[src/rtl/filter_sched_pkg.sv]
// Shared definitions for the filter line scheduler: state encoding, default line
// length and line-buffer select codes.
package filter_sched_pkg;

    localparam int LINE_WORDS_DEF = 64;
    localparam int ROWS_W         = 12;

    typedef enum logic [2:0] {
        ST_IDLE   = 3'd0,
        ST_REQ    = 3'd1,
        ST_FILL   = 3'd2,
        ST_FILTER = 3'd3,
        ST_DRAIN  = 3'd4,
        ST_DONE   = 3'd5
    } state_t;

    localparam logic [1:0] SEL_LINE1 = 2'd1;
    localparam logic [1:0] SEL_LINE2 = 2'd2;
    localparam logic [1:0] SEL_LINE3 = 2'd3;

endpackage

[src/rtl/filter_line_sched.sv]
// Fetches three image lines into the filter line buffers, runs the filter for one
// output row, repeats per row. Optional SCHED_PERF_CNT_EN adds a job cycle counter.
module filter_line_sched
    import filter_sched_pkg::*;
#(
    parameter int LINE_WORDS = LINE_WORDS_DEF,
    parameter int ADDR_W     = 32
) (
    input  logic              i_clk,
    input  logic              i_rst,
    input  logic              i_start,
    input  logic [ADDR_W-1:0] i_base_addr,
    input  logic [ADDR_W-1:0] i_stride,
    input  logic [11:0]       i_num_rows,
    output logic              o_rd_req,
    output logic [ADDR_W-1:0] o_rd_addr,
    input  logic              i_rd_ack,
    input  logic              i_rd_data_valid,
    input  logic [63:0]       i_rd_data,
    output logic              o_line1_data_valid,
    output logic              o_line2_data_valid,
    output logic              o_line3_data_valid,
    output logic [63:0]       o_line_data,
    output logic              o_filter,
    input  logic              i_out_beat,
    output logic              o_busy,
    output logic              o_done
`ifdef SCHED_PERF_CNT_EN
    ,
    output logic [31:0]       o_job_cycles
`endif
);

    localparam int CNT_W = $clog2(LINE_WORDS) + 1;
    localparam logic [CNT_W-1:0] LAST_BEAT = CNT_W'(LINE_WORDS - 1);

    state_t              state_reg, state_next;
    logic [CNT_W-1:0]    beat_cnt_reg, beat_cnt_next;
    logic [ROWS_W-1:0]   row_reg, row_next;
    logic [1:0]          sel_reg, sel_next;
    logic                drain_reg, drain_next;
    logic [ADDR_W-1:0]   base_reg, base_next;
    logic [ADDR_W-1:0]   stride_reg, stride_next;
    logic [ROWS_W-1:0]   rows_reg, rows_next;

    logic [ADDR_W-1:0]   line_idx;
    logic [ADDR_W-1:0]   line_addr;
    logic [ROWS_W-1:0]   row_inc;
    logic                fill_beat;

    // Input line for the current fetch is row + sel - 1; everything wraps at ADDR_W.
    assign line_idx  = ADDR_W'(row_reg) + ADDR_W'(sel_reg) - ADDR_W'(1);
    assign line_addr = base_reg + line_idx * stride_reg;
    assign row_inc   = row_reg + ROWS_W'(1);
    assign fill_beat = (state_reg == ST_FILL) && i_rd_data_valid;

    always_ff @(posedge i_clk) begin
        if (i_rst) begin
            state_reg    <= ST_IDLE;
            beat_cnt_reg <= '0;
            row_reg      <= '0;
            sel_reg      <= '0;
            drain_reg    <= 1'b0;
            base_reg     <= '0;
            stride_reg   <= '0;
            rows_reg     <= '0;
        end else begin
            state_reg    <= state_next;
            beat_cnt_reg <= beat_cnt_next;
            row_reg      <= row_next;
            sel_reg      <= sel_next;
            drain_reg    <= drain_next;
            base_reg     <= base_next;
            stride_reg   <= stride_next;
            rows_reg     <= rows_next;
        end
    end

    always_comb begin
        state_next    = state_reg;
        beat_cnt_next = beat_cnt_reg;
        row_next      = row_reg;
        sel_next      = sel_reg;
        drain_next    = drain_reg;
        base_next     = base_reg;
        stride_next   = stride_reg;
        rows_next     = rows_reg;
        case (state_reg)
            ST_IDLE: begin
                if (i_start) begin
                    base_next     = i_base_addr;
                    stride_next   = i_stride;
                    rows_next     = i_num_rows;
                    row_next      = '0;
                    sel_next      = SEL_LINE1;
                    beat_cnt_next = '0;
                    state_next    = (i_num_rows >= ROWS_W'(3)) ? ST_REQ : ST_DONE;
                end
            end
            ST_REQ: begin
                if (i_rd_ack) begin
                    beat_cnt_next = '0;
                    state_next    = ST_FILL;
                end
            end
            ST_FILL: begin
                if (i_rd_data_valid) begin
                    if (beat_cnt_reg == LAST_BEAT) begin
                        beat_cnt_next = '0;
                        if (sel_reg == SEL_LINE3) begin
                            state_next = ST_FILTER;
                        end else begin
                            sel_next   = sel_reg + 2'd1;
                            state_next = ST_REQ;
                        end
                    end else begin
                        beat_cnt_next = beat_cnt_reg + CNT_W'(1);
                    end
                end
            end
            ST_FILTER: begin
                if (i_out_beat) begin
                    if (beat_cnt_reg == LAST_BEAT) begin
                        beat_cnt_next = '0;
                        drain_next    = 1'b0;
                        state_next    = ST_DRAIN;
                    end else begin
                        beat_cnt_next = beat_cnt_reg + CNT_W'(1);
                    end
                end
            end
            ST_DRAIN: begin
                // Two idle cycles let the filter's read side settle back to idle.
                if (!drain_reg) begin
                    drain_next = 1'b1;
                end else begin
                    drain_next = 1'b0;
                    row_next   = row_inc;
                    if (row_inc < (rows_reg - ROWS_W'(2))) begin
                        sel_next   = SEL_LINE1;
                        state_next = ST_REQ;
                    end else begin
                        state_next = ST_DONE;
                    end
                end
            end
            ST_DONE: begin
                state_next = ST_IDLE;
            end
            default: begin
                state_next = ST_IDLE;
            end
        endcase
    end

    always_comb begin
        o_rd_req           = (state_reg == ST_REQ);
        o_rd_addr          = (state_reg == ST_REQ) ? line_addr : '0;
        o_line1_data_valid = fill_beat && (sel_reg == SEL_LINE1);
        o_line2_data_valid = fill_beat && (sel_reg == SEL_LINE2);
        o_line3_data_valid = fill_beat && (sel_reg == SEL_LINE3);
        o_line_data        = i_rd_data;
        o_filter           = (state_reg == ST_FILTER);
        o_busy             = (state_reg != ST_IDLE);
        o_done             = (state_reg == ST_DONE);
    end

`ifdef SCHED_PERF_CNT_EN
    logic [31:0] job_cycles_reg;

    // Counts every non-idle cycle of a job, so the value after o_done is the job length.
    always_ff @(posedge i_clk) begin
        if (i_rst) begin
            job_cycles_reg <= '0;
        end else if ((state_reg == ST_IDLE) && i_start) begin
            job_cycles_reg <= '0;
        end else if ((state_reg != ST_IDLE) && (job_cycles_reg != 32'hFFFF_FFFF)) begin
            job_cycles_reg <= job_cycles_reg + 32'd1;
        end
    end

    assign o_job_cycles = job_cycles_reg;
`endif

endmodule

[config.mk]
export PLATFORM = sky130hd
export DESIGN_NAME = filter_line_sched
export DESIGN_NICKNAME = d
export VERILOG_FILES = /design/src/rtl/filter_sched_pkg.sv /design/src/rtl/filter_line_sched.sv
export SDC_FILE = /design/constraint.sdc
export NUM_CORES = 1
export LEC_CHECK = 0
export CAP_MARGIN = 0
export CORE_ASPECT_RATIO = 0.7
export CORE_MARGIN = 2
export CORE_UTILIZATION = 60
export CTS_BUF_LIST = sky130_fd_sc_hd__clkbuf_8
export DETAILED_ROUTE_END_ITERATION = 12
export PLACE_DENSITY = 0.9
export SYNTH_ARGS = -nofsm -noshare
export SYNTH_HDL_FRONTEND = slang
export SYNTH_SLANG_ARGS = --single-unit
[constraint.sdc]
create_clock -name i_clk -period 19.6 [get_ports i_clk]
set_clock_uncertainty 0.2 [all_clocks]
set_input_delay 4.9 -clock i_clk [delete_from_list [all_inputs] [get_ports i_clk]]
set_output_delay 4.9 -clock i_clk [all_outputs]
set_load 0.01 [all_outputs]
==> impl_summary.md, run 1 <==
Run status
The flow ran to the end, and the final reports show no timing, DRC or antenna violations.

Critical path
The worst setup path is launched from a flop. Along the worst path, the maximum fanout reaches 17. The most used cell along the critical path is sky130_fd_sc_hd__fa_1.

The maximum cell stage delay along the critical path is 0.57 ns. The data required time of the critical path is 14.50 ns. At the worst endpoint, the arrival time is 10.05 ns. The critical path capture point type is an output port. The critical path is of the reg -> out type. The library cell contributing the largest single delay on the critical path is sky130_fd_sc_hd__or4_4.

Cells and area
The number of inserted filler cells in the final layout is 2075. The repair_antennas step left the layout with diodes totalling 0. At the end of the flow, the number of nets in the layout was 2620. The library cells used most frequently in the layout, excluding fill and tap cells, are sky130_fd_sc_hd__nand2_1 (370), sky130_fd_sc_hd__inv_1 (350), sky130_fd_sc_hd__fa_1 (304).

The finished cells cover 18500 um^2. The area growth from synthesis to layout is 6.73%. Leaving out fill and tap cells, the most frequent cell in the layout is sky130_fd_sc_hd__nand2_1. In the final layout, the share of cells above drive strength 1 is 2.98%.

Detailed routing
The via total after detailed routing is 13800. The total routed wirelength is 43.6 mm. For this run, design rule violations remaining after detail routing come to 0. After detailed routing, the average wire length per cell comes to 18.0 um. After detailed routing, the number of vias per cell comes to 5.69.

In this run, the number of DRC markers left after iteration 0 of detailed routing was 1336. The number of nets with antenna violations after routing is 0. The number of detailed-routing iterations run before antenna repair is 6.

Die
249 I/O pins were placed. The die width is 207 um. The core area is 28100 um^2. The row count is 51. Once the floorplan was initialized, standard cells occupied 61.7% of the core.

The floorplan step defined a die boundary enclosing 30300 um^2. The die boundary height is 146 um.

Synth
The sequential share of the synthesized area is 11.7%. The post-synthesis instance area is 17300 um^2. The gate count of the mapped netlist is 2057.

The synthesized netlist contains 61 unique library cells. The async set-or-reset flop fraction in the synthesized netlist is 0%. The register bit count reported by yosys is 101.

The primary flip-flop cell chosen by synthesis mapping is sky130_fd_sc_hd__dfxtp_1. After synthesis, the mean cell area works out to 8.42 um^2. The net count of the mapped netlist is 2634. Yosys printed 0 warnings.

The number of synthesized flops with an enable pin is 0.

Global routing
The global router's overall resource usage is 29.6%. The maximum number of pins on one net before global-route repair is 98. The global-route wire length before repair is 72.4 mm. The number of antenna violations at the first check in global routing is 1. The via count of the first global-routing pass is 14700. The remaining global-route overflow is 0.

Placed design
The HPWL after detailed placement is 34.1 mm. The worst setup slack after placement is 5.04 ns. The placer congestion estimate is 0.911.

The number of input and output port buffers inserted is 120. After detailed placement, the total cell area comes to 18300 um^2.

STA
At the pin with the least slew margin, the transition time is 1.05 ns. Timing would allow up to 66.0 MHz. Across all hold checks on the routed design, the worst slack comes to 0.267 ns.

Headroom to the max-slew limit came out at 30.2%. After layout, the minimum clock period comes to 15.15 ns. The total count of max-transition violations in the final report is 0.

The post-route clock period utilization is 77.3%. The final setup violation count is 0. Setup repair after global routing left no endpoint under its margin. The final-layout setup total negative slack is 0 ns.

The slack of the critical path is 4.45 ns. The final-report hold violation count was 0.

Clock network
In this run, post-CTS hold repair placed 0 buffers. After clock tree synthesis, the setup repair step added 0 buffers. TritonCTS built the clock tree. The clock edge transition at the registers on the reported setup and hold paths is 0.12 ns. The clock insertion delay at the later pin of the skew report is 0.42 ns.

The buffer depth of the longest clock path is 2. The H-tree was split into 3 levels. TritonCTS created 9 clock buffers.

The number of sinks on the clock net is 101. CTS placed an instance of sky130_fd_sc_hd__clkbuf_8 at the clock tree root. Gates resized during post-CTS repair numbered 0.

Job
The max capacitance violation total is 0.

Min path
The class of the tightest hold or removal check is reg -> reg.
[layout make-up]
class,count,area (um^2),share of cell area (%)
sequential,101,2020,10.9
timing repair buffer,135,1310,7.08
clock buffer,9,124,0.670
multi-input combinational,1446,13200,71.2
inverter,350,1310,7.11
clock inverter,7,86.3,0.467
tap,371,464,2.51
[cells in the mapped netlist, drive strengths merged, types with 12 or more instances]
cell	n	share of area (%)
a21o	15	0.65
a21oi	122	3.5
and2	59	2.1
buf	65	2.8
clkbuf	95	2.1
dfxtp	101	12
fa	304	35
ha	127	9.2
inv	350	7.6
nand2	371	8.0
nand2b	47	1.7
nand3	18	0.59
nand4	12	0.43
nor2	79	1.7
nor2b	65	2.4
nor3	19	0.55
o21a	16	0.69
o21ai	27	0.78
xnor2	50	2.6
xor2	20	1.1
[final timing paths]
kind / startpoint / end / slack (ns) / cells after the start
hold / removal: rows_reg[0] / rows_reg[0] / 0.27 / 2
setup reg to reg: row_reg[2] / sel_reg[1] / 15.76 / 12
setup / recovery: sel_reg[1] / o_rd_addr[31] / 4.45 / 32
hold reg to reg: rows_reg[0] / rows_reg[0] / 0.27 / 2
[routing by layer]
layer | GRT usage [%] | share of wire [%]
met2 | 50.7 | 48
met4 | 10.8 | 3.4
met5 | 0 | 0
met3 | 6.19 | 9.0
met1 | 37.3 | 39
[kinds of logic (layout without fill, tap and decap cells)]
family	after synthesis	in the layout	synth area share, %
and+or+nand+nor	715	715	19.4
AOI/OAI and AO/OA	225	225	7.88
DFF	101	101	11.7
adders and majority gates	431	431	44.3
muxes	2	2	0.116
buffers and inverters	510	501	12.4
xor gates and xnor gates	73	73	4.10
[metrics by stage]
step	instances	utilization, %
2_1_floorplan	2057	-
3_3_place_gp	2403	65.1
3_5_place_dp	2403	65.1
4_1_cts	2419	65.8
5_1_grt	2419	65.8
6_report	2419	65.8
[worst max-delay path: cells and delay by family, from the launching register on]
kind / cells / cell delay (ns)
flip-flops: 1 / 0.41
AND/OR/NAND/NOR: 7 / 1.70
AO/OA/AOI/OAI: 8 / 2.19
adder cells (fa/ha/maj): 10 / 4.24
buffers and inverters: 6 / 0.82
XOR/XNOR: 1 / 0.28
Power of run 1 is not shown: default switching activity piles up to over one toggle a cycle in this logic, so the estimate is an artifact.
==> run 2: changes to the inputs <==
- CORE_UTILIZATION: 60 -> 58
- PLACE_DENSITY: 0.9 -> 0.87
- clock period: 19.6 -> 15.2 ns (I/O delays scaled with it)
==> run 2 against run 1 <==
  * Count of clock-buffer cells in the layout unchanged
  * Wire length down 1.1%
  * Setup slack worse by 3.1 ns
  * Sequential share of layout area about the same
  * Non-clock buffer count unchanged
  * Critical path type unchanged
  * Critical endpoint unchanged
  * Largest cell class unchanged
==> impl_summary.md, run 2 (synthesized netlist as in run 1, its figures left out) <==
Run status
The run finished with clean final reports.

STA
The final hold slack is 0.267 ns (+0.0000790 ns). The final setup violation count is 0 (unchanged). The achievable clock frequency is 72.1 MHz. The normalized max-slew margin is 25.6% (-4.7 points).

The minimum clock period is 13.86 ns. The post-route clock period utilization is 91.2%. Setup repair after global routing left no endpoint under its margin.

The total count of max-transition violations in the final report came to 0 (unchanged). The final-report hold violation count was 0 (unchanged). The measured slew at the worst slew-check pin was 1.12 ns (+0.0699 ns). The final-layout setup total negative slack is 0 ns (unchanged).

Die
The core area came to 29100 um^2 (+3.8%). The die boundary height was 149 um (+1.7%). The initial standard-cell utilization of the core was 59.4% (-2.3 points). The die width is 211 um (+1.7%). The row count was 52 (+2.0%). The overall die area came to 31300 um^2 (+3.4%). The count of pins on the block boundary is 249 (unchanged).

Min path
The hold-critical path endpoint is rows_reg[0]. The worst hold path begins at rows_reg[0]. The min-delay analysis places its worst path in the category reg -> reg. The hold path depth is 2 (unchanged).

Detailed routing
The total routed wirelength is 43.2 mm (-1.1%). The via total after detailed routing is 13600 (-1.2%). The DRC violations left was 0 (unchanged). The violation count after the first detailed-route iteration is 1190 (-11%). The via count normalized by instance count is 5.61 (-1.5%).

The wire length per cell after detailed routing is 17.8 um (-1.4%). The number of nets with antenna violations after routing is 0 (unchanged). The number of detailed-routing iterations run before antenna repair is 7 (+1).

Cells and area
The library cell used most frequently in the layout, excluding fill and tap cells, is sky130_fd_sc_hd__nand2_1. The number of antenna repair diodes was 0 (unchanged). The area growth from synthesis to layout is 6.68% (about the same). The number of inserted filler cells in the final layout is 2311 (+11%). The count of nets after finishing is 2620 (unchanged). The final core utilization came to 63.4% (-2.4 points). In the layout the commonest cells are sky130_fd_sc_hd__nand2_1 (370), sky130_fd_sc_hd__inv_1 (350), sky130_fd_sc_hd__fa_1 (304). The share of layout cells above drive strength 1 is 2.98% (unchanged).

Critical path
Grouping stages by cell kind, the critical path spends the most delay in adder cells. The endpoint identified for the worst register-to-register timing path is sel_reg[1]. The data required time of the critical path is 11.20 ns (-3.30 ns). In this run the critical register-to-register path is launched from row_reg[2]. In this design, the critical path's most frequently occurring cell is sky130_fd_sc_hd__fa_1. The number of cells traversed by the worst register-to-register path is 12 (unchanged). Among all stages on the critical path, the largest delay is contributed by sky130_fd_sc_hd__a221oi_1. The count of cell instances traversed by the critical path is 32 (unchanged). The peak fanout along the critical path is 17 (unchanged). The slack of the worst reg-to-reg path is 11.44 ns (-4.32 ns).

The type of element launching the critical path is a flop. The count of buffering cells on the critical path with inverters included was 6 (unchanged). The critical path capture point type is an output port. The worst setup path is of the reg -> out kind. The data arrival time at the worst-slack endpoint is 9.86 ns (-0.19 ns).

The maximum cell stage delay along the critical path came to 0.58 ns (about the same).

Global routing
The global router's overall resource usage is 28.9% (-0.71 points). The remaining global-route overflow is 0 (unchanged). The via count of the first global-routing pass is 14500 (-1.4%). The global-route wire length before repair came to 71.6 mm (-1.0%). The number of antenna violations at the first check in global routing is 0 (-1). The maximum number of pins on one net before global-route repair is 98 (unchanged).

Clock network
The clock insertion delay at the later pin of the skew report is 0.41 ns (about the same). TritonCTS built the clock tree. The number of sinks on the clock net is 101 (unchanged). The buffer depth of the longest clock path is 2 (unchanged). The quantity of hold-fixing buffers added after cts came to 0 (unchanged). The number of buffers added by the clock tree synthesis step is 9 (unchanged). The buffer count from post-CTS setup fixing is 0 (unchanged). The library cell used as clock root buffer is sky130_fd_sc_hd__clkbuf_8. The clock edge transition at the registers on the reported setup and hold paths came to 0.11 ns (about the same).

The quantity of gates resized following cts is 0 (unchanged). The maximum level of the CTS H-tree came to 3 (unchanged).

Placed design
The placed wire-length estimate is 33.8 mm (-0.90%). The placer congestion estimate is 0.906 (-0.60%). The number of input and output port buffers inserted is 120 (unchanged).

Job
The max capacitance violation total is 0 (unchanged).
## run 2: cell types whose count changed in the layout (fill, tap and decap cells not counted), sizes merged
cell,change
clkinv,-1
clkinvlp,+1
## run 2: worst max-delay path by stage
stage	from	endpoint	slack (ns)
after floorplan	sel_reg[1]	o_rd_addr[31]	3.38
after global placement	row_reg[1]	o_rd_addr[28]	2.17
after detailed placement	sel_reg[1]	o_rd_addr[31]	1.90
after CTS	sel_reg[1]	o_rd_addr[31]	1.41
after global routing	row_reg[0]	o_rd_addr[31]	0.95
final	sel_reg[1]	o_rd_addr[31]	1.34
## run 2: metrics by stage
stage	worst slack, ns	std cells	cell area, um^2
4_1_cts	1.41	2426	18500
2_1_floorplan	3.38	2057	17300
3_3_place_gp	2.17	2410	18300
5_1_grt	0.951	2426	18500
3_5_place_dp	1.90	2410	18300
6_report	1.34	2426	18500
## run 2: layout make-up
| cell class | count | area [um^2] | share of cell area (%) |
|---|---|---|---|
| multi-input cells | 1446 | 13200 | 71.2 |
| flip-flops and latches | 101 | 2020 | 10.9 |
| inverters | 350 | 1310 | 7.11 |
| repair buffers | 135 | 1310 | 7.09 |
| well taps | 378 | 473 | 2.56 |
| clock buffers | 9 | 124 | 0.671 |
| clock inverters | 7 | 68.8 | 0.373 |
## run 2: per-layer routing
metal  vias up  part of all wire [%]  track usage (%)
li1       6157                     -                -
met1      6692                    40             37.2
met2       642                    47             48.4
met3       112                   9.4             5.81
met4         0                   3.7             11.5
met5         -                     0                0
## run 2: worst register-to-register path, delay by kind of cell (launching register included)
| family | cells | cell delay (ns) |
|---|---|---|
| xor+xnor | 1 | 0.14 |
| buf+inv | 2 | 0.24 |
| flops | 1 | 0.51 |
| fa+ha+maj | 1 | 0.29 |
| simple gates | 4 | 1.51 |
| compound gates | 4 | 0.78 |
Power of run 2 is left out for the same reason.
